$ cat config.mk
export PLATFORM = sky130hd
export DESIGN_NAME = mdio_phy_responder
export DESIGN_NICKNAME = d
export VERILOG_FILES = /design/src/rtl/mdio_phy_responder.sv
export SDC_FILE = /design/constraint.sdc
export NUM_CORES = 1
export LEC_CHECK = 0
export CAP_MARGIN = 0
export CORE_MARGIN = 3
export CORE_UTILIZATION = 55
export CTS_CLUSTER_DIAMETER = 30
export DETAILED_ROUTE_END_ITERATION = 7
export GPL_TIMING_DRIVEN = 1
export PLACE_DENSITY = 0.71
export SETUP_SLACK_MARGIN = 0.05
export SYNTH_ARGS = -nofsm -noshare
export SYNTH_HDL_FRONTEND = slang
export SYNTH_SLANG_ARGS = --single-unit
$ cat constraint.sdc
create_clock -name clock -period 5.4 [get_ports clock]
set_clock_uncertainty 0.15 [all_clocks]
set_input_delay 1.08 -clock clock [delete_from_list [all_inputs] [get_ports clock]]
set_output_delay 1.08 -clock clock [all_outputs]
set_load 0.05 [all_outputs]
$ cat src/rtl/mdio_phy_responder.sv
// Clause-22 MDIO target with a small paged register file (88E1512-style).
// MDC/MDIO are oversampled on clock; all protocol work happens on a detected MDC rise.
module mdio_phy_responder #(
  parameter logic [4:0]  PHY_ADDR     = 5'd0,
  parameter logic [15:0] PHY_ID1      = 16'h0141,
  parameter logic [15:0] PHY_ID2      = 16'h0DD0,
  parameter int unsigned PREAMBLE_MIN = 32
) (
  input  logic       clock,
  input  logic       reset,
  input  logic       mdc_in,
  input  logic       mdio_in,
  output logic       mdio_out,
  output logic       mdio_oe,
  output logic [2:0] mode,
  output logic       soft_reset,
  output logic       frame_done,
  output logic [7:0] page
);

  localparam logic [5:0] PRE_MIN   = 6'(PREAMBLE_MIN);
  localparam logic [4:0] REG_ID1   = 5'd2;
  localparam logic [4:0] REG_ID2   = 5'd3;
  localparam logic [4:0] REG_MODE  = 5'd20;
  localparam logic [4:0] REG_PAGE  = 5'd22;
  localparam logic [7:0] PAGE_MODE = 8'd18;

  typedef enum logic [2:0] {
    S_IDLE, S_START2, S_OP, S_PHYAD, S_REGAD, S_TA, S_DATA
  } state_t;

  logic        mdc_s1, mdc_s2, mdc_d;
  logic        mdio_s1, mdio_s2;
  logic        rise, bit_in;

  state_t      state, state_n;
  logic [4:0]  bit_cnt, bit_cnt_n;
  logic [5:0]  pre_cnt, pre_cnt_n;

  logic        op_first;
  logic        is_read;
  logic        ignore;
  logic [3:0]  phy_sh;
  logic [4:0]  reg_q;
  logic [14:0] wr_sh;
  logic [15:0] rd_sh;
  logic [15:0] rd_data;
  logic [15:0] wdata;

  logic [15:0] p0_mem [32];
  logic [14:0] mode_q;

  // Synchronisers reset high so a reset release with MDC held high is not seen as a rise
  always_ff @(posedge clock) begin
    if (reset) begin
      mdc_s1  <= 1'b1;
      mdc_s2  <= 1'b1;
      mdc_d   <= 1'b1;
      mdio_s1 <= 1'b1;
      mdio_s2 <= 1'b1;
    end else begin
      mdc_s1  <= mdc_in;
      mdc_s2  <= mdc_s1;
      mdc_d   <= mdc_s2;
      mdio_s1 <= mdio_in;
      mdio_s2 <= mdio_s1;
    end
  end

  assign rise   = mdc_s2 & ~mdc_d;
  assign bit_in = mdio_s2;
  assign wdata  = {wr_sh, bit_in};
  assign mode   = mode_q[2:0];

  always_ff @(posedge clock) begin
    if (reset) begin
      state   <= S_IDLE;
      bit_cnt <= '0;
      pre_cnt <= '0;
    end else begin
      state   <= state_n;
      bit_cnt <= bit_cnt_n;
      pre_cnt <= pre_cnt_n;
    end
  end

  always_comb begin
    state_n   = state;
    bit_cnt_n = bit_cnt;
    pre_cnt_n = pre_cnt;
    if (rise) begin
      case (state)
        S_IDLE: begin
          if (bit_in) begin
            if (pre_cnt != 6'd63) pre_cnt_n = pre_cnt + 6'd1;
          end else begin
            pre_cnt_n = '0;
            if (pre_cnt >= PRE_MIN) state_n = S_START2;
          end
        end
        S_START2: begin
          bit_cnt_n = '0;
          state_n   = bit_in ? S_OP : S_IDLE;
        end
        S_OP: begin
          bit_cnt_n = bit_cnt + 5'd1;
          if (bit_cnt == 5'd1) begin
            bit_cnt_n = '0;
            state_n   = S_PHYAD;
          end
        end
        S_PHYAD: begin
          bit_cnt_n = bit_cnt + 5'd1;
          if (bit_cnt == 5'd4) begin
            bit_cnt_n = '0;
            state_n   = S_REGAD;
          end
        end
        S_REGAD: begin
          bit_cnt_n = bit_cnt + 5'd1;
          if (bit_cnt == 5'd4) begin
            bit_cnt_n = '0;
            state_n   = S_TA;
          end
        end
        S_TA: begin
          bit_cnt_n = bit_cnt + 5'd1;
          if (bit_cnt == 5'd1) begin
            bit_cnt_n = '0;
            state_n   = S_DATA;
          end
        end
        S_DATA: begin
          bit_cnt_n = bit_cnt + 5'd1;
          if (bit_cnt == 5'd15) begin
            bit_cnt_n = '0;
            state_n   = S_IDLE;
          end
        end
        default: begin
          bit_cnt_n = '0;
          pre_cnt_n = '0;
          state_n   = S_IDLE;
        end
      endcase
    end
  end

  // Read data is taken from the page as it stands before the frame completes
  always_comb begin
    rd_data = '0;
    if (reg_q == REG_PAGE) begin
      rd_data = {8'h00, page};
    end else if (page == 8'd0) begin
      if (reg_q == REG_ID1)      rd_data = PHY_ID1;
      else if (reg_q == REG_ID2) rd_data = PHY_ID2;
      else                       rd_data = p0_mem[reg_q];
    end else if ((page == PAGE_MODE) && (reg_q == REG_MODE)) begin
      rd_data = {1'b0, mode_q};
    end
  end

  always_ff @(posedge clock) begin
    if (reset) begin
      op_first   <= 1'b0;
      is_read    <= 1'b0;
      ignore     <= 1'b0;
      phy_sh     <= '0;
      reg_q      <= '0;
      wr_sh      <= '0;
      rd_sh      <= '0;
      mdio_oe    <= 1'b0;
      mdio_out   <= 1'b1;
      soft_reset <= 1'b0;
      frame_done <= 1'b0;
      page       <= '0;
      mode_q     <= '0;
      for (int unsigned i = 0; i < 32; i++) begin
        p0_mem[i] <= (i == 0) ? 16'h1140 : '0;
      end
    end else begin
      soft_reset <= 1'b0;
      frame_done <= 1'b0;
      if (rise) begin
        case (state)
          S_START2: ignore <= 1'b0;
          S_OP: begin
            op_first <= bit_in;
            if (bit_cnt == 5'd1) begin
              is_read <= op_first & ~bit_in;
              if (op_first == bit_in) ignore <= 1'b1;
            end
          end
          S_PHYAD: begin
            phy_sh <= {phy_sh[2:0], bit_in};
            if ((bit_cnt == 5'd4) && ({phy_sh, bit_in} != PHY_ADDR)) ignore <= 1'b1;
          end
          S_REGAD: reg_q <= {reg_q[3:0], bit_in};
          S_TA: begin
            if ((bit_cnt == 5'd0) && is_read && !ignore) begin
              rd_sh    <= rd_data;
              mdio_oe  <= 1'b1;
              mdio_out <= 1'b0;
            end else if ((bit_cnt == 5'd1) && mdio_oe) begin
              mdio_out <= rd_sh[15];
              rd_sh    <= {rd_sh[14:0], 1'b0};
            end
          end
          S_DATA: begin
            wr_sh <= wdata[14:0];
            if (bit_cnt == 5'd15) begin
              mdio_oe  <= 1'b0;
              mdio_out <= 1'b1;
              if (!ignore) begin
                frame_done <= 1'b1;
                if (!is_read) begin
                  if (reg_q == REG_PAGE) begin
                    page <= wdata[7:0];
                  end else if (page == 8'd0) begin
                    if ((reg_q != REG_ID1) && (reg_q != REG_ID2)) p0_mem[reg_q] <= wdata;
                  end else if ((page == PAGE_MODE) && (reg_q == REG_MODE)) begin
                    mode_q     <= wdata[14:0];
                    soft_reset <= wdata[15];
                  end
                end
              end
            end else if (mdio_oe) begin
              mdio_out <= rd_sh[15];
              rd_sh    <= {rd_sh[14:0], 1'b0};
            end
          end
          default: ;
        endcase
      end
    end
  end

endmodule

# After elaboration in Yosys (flattened, before gate mapping)
# Memories as Yosys holds them, arrays and structs flattened. A register that Yosys moved wholly into a read port is not among the register bits.
# Index checks and enable logic that the tools add are counted.
# totals
inputBits	4
ram_bits	512
regBits	89
n_memories	1
latch_bits	0
word_cells	161
mem_bits_ro	0
out_inout_bits	15
# mem_list
memory	depth	word_bits	read_ports	rd_ports_with_merged_regs	write_ports	line_no	source
p0_mem	32	16	1	1	32	50	logic [15:0] p0_mem [32];
# classes
mux	56
n_div	0
bitwise	14
multipliers	0
n_reduce_logical	33
n_addsub	2
n_lt_le_gt_ge	1
shift	0
eq_ne	33
# ops
operator	count
16-bit 2-to-1 mux	9
16-bit case mux with 2 select lines	1
5-bit 2-to-1 mux	6
2-bit inequality test, second input constant	12
1-bit 2-to-1 mux	23
3-bit 2-to-1 mux	7
3-bit case mux with 7 select lines	1
5-bit case mux with 4 select lines	1
8-bit AND reduction	2
16-bit OR reduction	1
15-bit 2-to-1 mux	1
6-bit 2-to-1 mux	2
1-bit inverter	12
6-bit case mux with 2 select lines	1
5-bit by 2-bit equality test with 1-bit output, second input constant	2
5-bit equality test, second input constant	2
5-bit by 2-bit inequality test with 1-bit output, second input constant	2
2-bit AND reduction	5
5-bit AND reduction	2
3-bit equality test, second input constant	3
3-bit inequality test, second input constant	3
9-bit OR reduction	1
8-bit by 5-bit equality test with 1-bit output, second input constant	1
8-bit zero test	1
27 further kinds	38

# Longest topological paths before layout
# logic_depth
ltp_word	14
mapped_depth	12
depth_no_buf	10

# Worst setup path before layout
# No wires, ideal clock.
# synth_path
path_kind	input to register
startpoint	input port reset
endpoint	memory p0_mem[0][0], enable pin
n_path_buf	0
arrival_time_ns	2.783
t_required_ns	4.916
setup_ns	0.334
cell_stages	5
path_slack_ns	2.133
cell_sequence	or4_1 -> nor4_4 -> nand2_2 -> nor3_1 -> or2_2
# synth_lines
element	line_no	source
start, declared	10	input logic reset,
end, declared	50	

==> results.py <==
metrics = {
    "grt": {
        "grt_use_total_pct": 28.4,
        "grt_overflow": 0,
        "grt_pass1_vias": 16600,
        "grt_max_degree": 169,
        "antenna_found_initial": 3,
        "grt_pass1_wl_um": 110000,
    },
    "setup_path": {
        "startpoint_type": "flop",
        "critPathTopFamily": "simple AND/OR/NAND/NOR gates",
        "critPathRequiredTime_ns": 5.54,
        "cp_slowest_cell": "nor2_2",
        "cpMostUsedCell": "ha_1",
        "crit_path_cell_trace": "ha_1, nand3_1, inv_1, ha_1, nand2b_1, or4_1, nor4_4, nand3b_2, nor2_2, or2_2",
        "path_buf_inv": 1,
        "critical_path_depth": 10,
        "r2r_cells": 10,
        "path_max_fanout": 16,
        "critical_path_arrival_ns": 4.31,
        "critPathMaxStageDelay_ns": 0.60,
        "criticalPathCategory": "flop to flop",
        "cp-end-kind": "flop",
    },
    "clocking": {
        "cts_setup_buffers": 0,
        "clk_pin_slew_ns": 0.06,
        "htree_levels": 3,
        "cts_tree": "yes",
        "root_buffer": "clkbuf_16",
        "ctsHoldBuffers": 0,
        "postCtsResizedCells": 0,
        "cts_made_buffers": 116,
        "clock_sinks": 606,
        "clock_latency_ns": 0.65,
        "cts.path.max_buffers": 3,
    },
    "routing": {
        "drtIter0Drc": 2283,
        "wl_um": 74100,
        "num_vias": 17300,
        "wire_per_inst_um": 26.7,
        "first_pass_iters": 6,
        "drt_drc_violations_left": 0,
        "viasPerCell": 6.24,
        "ant_nets": 0,
    },
    "min_path": {
        "min_path_cells": 1,
        "hp-class": "flop to flop",
    },
    "synthesis": {
        "synth_cell_type_count": 67,
        "yosys_warnings": 0,
        "ys_seq_area_share_pct": 63.2,
        "syn_area_per_cell_sq_um": 13.9,
        "ys_ff_latch": 606,
        "synth_edf_count": 512,
        "postSynth.asyncResetShare_pct": 0,
        "synth_area_sq_mm": 0.0273,
        "synthFlopType": "edfxtp_1",
        "syn-instance-count": 1959,
    },
    "sta": {
        "min_period_ns": 4.16,
        "tightest_slew_ns": 1.15,
        "setup_viol": 0,
        "max_slew_margin_pct": 23.4,
        "finalSetupTns_ns": 0,
        "finalMaxSlewViolations": 0,
        "finalCritPeriodShare_pct": 77.1,
        "hold_viol_final": 0,
        "max_freq_mhz": 240,
        "timing.hold.ws_ns": 0.259,
        "rsz0062_at_grt": "false",
    },
    "place": {
        "portBuffers": 18,
        "hpwl_um": 45200,
        "place_congestion": 0.951,
        "place_area_sq_mm": 0.0282,
    },
    "finish": {
        "drive_above_1_share_pct": 21.1,
        "area_growth_pct": 17.0,
        "n_fill_cell": 3457,
        "post-route-cell-area_sq_mm": 0.0320,
        "nets": 2025,
    },
    "die": {
        "die_area_sq_mm": 0.0524,
        "ioPinCount": 19,
        "rows": 81,
        "start_util_pct": 55.7,
        "core_sq_mm": 0.0491,
        "die_width_um": 229,
        "die_h_um": 229,
    },
    "power_and_ir_drop": {
        "p_leak_nw": 11.3,
        "peakVddDrop_mv": 0.252,
        "powerDensity_mw_per_mm2": 385,
        "total_power_w": 0.0123,
    },
    "run_status": {
        "status": "finished, final reports clean",
    },
    "job": {
        "maxCapViolCount": 0,
    },
}
metal layers:
layer  GRT usage [%]  up-vias  wire length, um  part of all wire (%)
met4            12.0        2             3180                   4.3
met3            5.53      190             8010                    11
met1            40.7     8692            29100                    39
met2            43.2     1093            33800                    46
met5               0        -               13                 0.018
li1                -     7332                -                     -
kinds of logic after synthesis:
group                      after synthesis  share of synthesized area (%)
and+or+nand+nor                        806                           16.9
DFF                                    606                           63.2
AOI/OAI and AO/OA                      187                           4.51
buffers and inverters                  180                           2.62
muxes                                  166                           12.2
adders and majority gates                8                          0.366
xor gates and xnor gates                 5                          0.160
other                                    1                         0.0137
cell usage after synthesis (3+ instances only):
cell type	instances	share of area, %
a2111oi_0	5	0.16
a211o_1	5	0.16
a211oi_1	10	0.27
a21oi_1	70	1.3
a221oi_1	14	0.45
a22o_1	10	0.32
a22oi_1	10	0.27
a311o_1	5	0.18
a31oi_1	6	0.14
and2_1	433	9.9
and3_1	3	0.069
buf_1	11	0.15
buf_2	20	0.37
buf_4	3	0.082
clkbuf_1	133	1.8
clkbuf_2	4	0.073
dfxtp_1	94	6.9
edfxtp_1	512	56
ha_1	8	0.37
inv_1	9	0.12
mux2_2	7	0.29
mux2i_1	25	0.92
mux4_2	134	11
nand2_1	102	1.4
nand2b_1	9	0.21
nand3_1	33	0.60
nand3b_1	8	0.22
nand4_1	6	0.14
nor2_1	62	0.85
nor2_2	10	0.23
nor2b_1	20	0.46
nor3_1	39	0.71
nor3b_1	7	0.19
nor4_1	12	0.27
nor4b_1	3	0.096
o211ai_1	5	0.14
o21ai_0	20	0.37
o22a_1	4	0.13
o22ai_1	8	0.18
or2_2	39	0.89
or4_1	4	0.11
xor2_1	4	0.13
stage by stage:
stage                     setup slack [ns]  util [%]  std cells
after floorplan                       2.13         -       2006
after global placement                1.24      57.6       2559
after detailed placement              1.15      57.6       2559
after CTS                             1.25      65.2       2773
after global routing                  1.04      65.2       2773
final                                 1.24      65.2       2774
cells in the final DEF, fill, tap and decap left out, drive strengths merged, types with 40 or more instances in the layout:
master	instances
a21oi	70
and2	433
buf	43
clkbuf	141
clkinv	40
conb	48
dfxtp	94
edfxtp	512
mux4	134
nand2	103
nor2	72
nor3	40
or2	41
final cells by class:
cell class,count,area (sq um),area share (%)
Sequential cell,606,17300,54.1
Multi-Input combinational cell,1220,9550,29.9
Clock buffer,141,3100,9.70
Tap cell,664,831,2.60
Clock inverter,73,639,2.00
Timing Repair Buffer,60,534,1.67
Inverter,9,33.8,0.106
Antenna cell,1,2.50,0.00783
power breakdown:
part / switching, W / internal, W
sequential: 0.0000656 / 0.00522
clock: 0.00244 / 0.00437
combinational: 0.000147 / 0.0000721
final timing paths:
check	start	to	slack, ns
setup reg to reg	bit_cnt[0]	p0_mem[5][13]	1.24
hold / removal	mdio_s1	bit_in	0.26
setup / recovery	bit_cnt[0]	p0_mem[5][13]	1.24
hold reg to reg	mdio_s1	bit_in	0.26
sequential cells by signal, indices dropped and copies added, names as in the netlist, 3 cells and up, named ones only:
| signal | cells |
|---|---|
| p0_mem | 512 |
| rd_sh | 16 |
| mode_q | 15 |
| wr_sh | 15 |
| page | 8 |
| pre_cnt | 6 |
| bit_cnt | 5 |
| reg_q | 5 |
| phy_sh | 4 |
| state | 3 |
No activity file was read; power rests on OpenSTA's default activity.
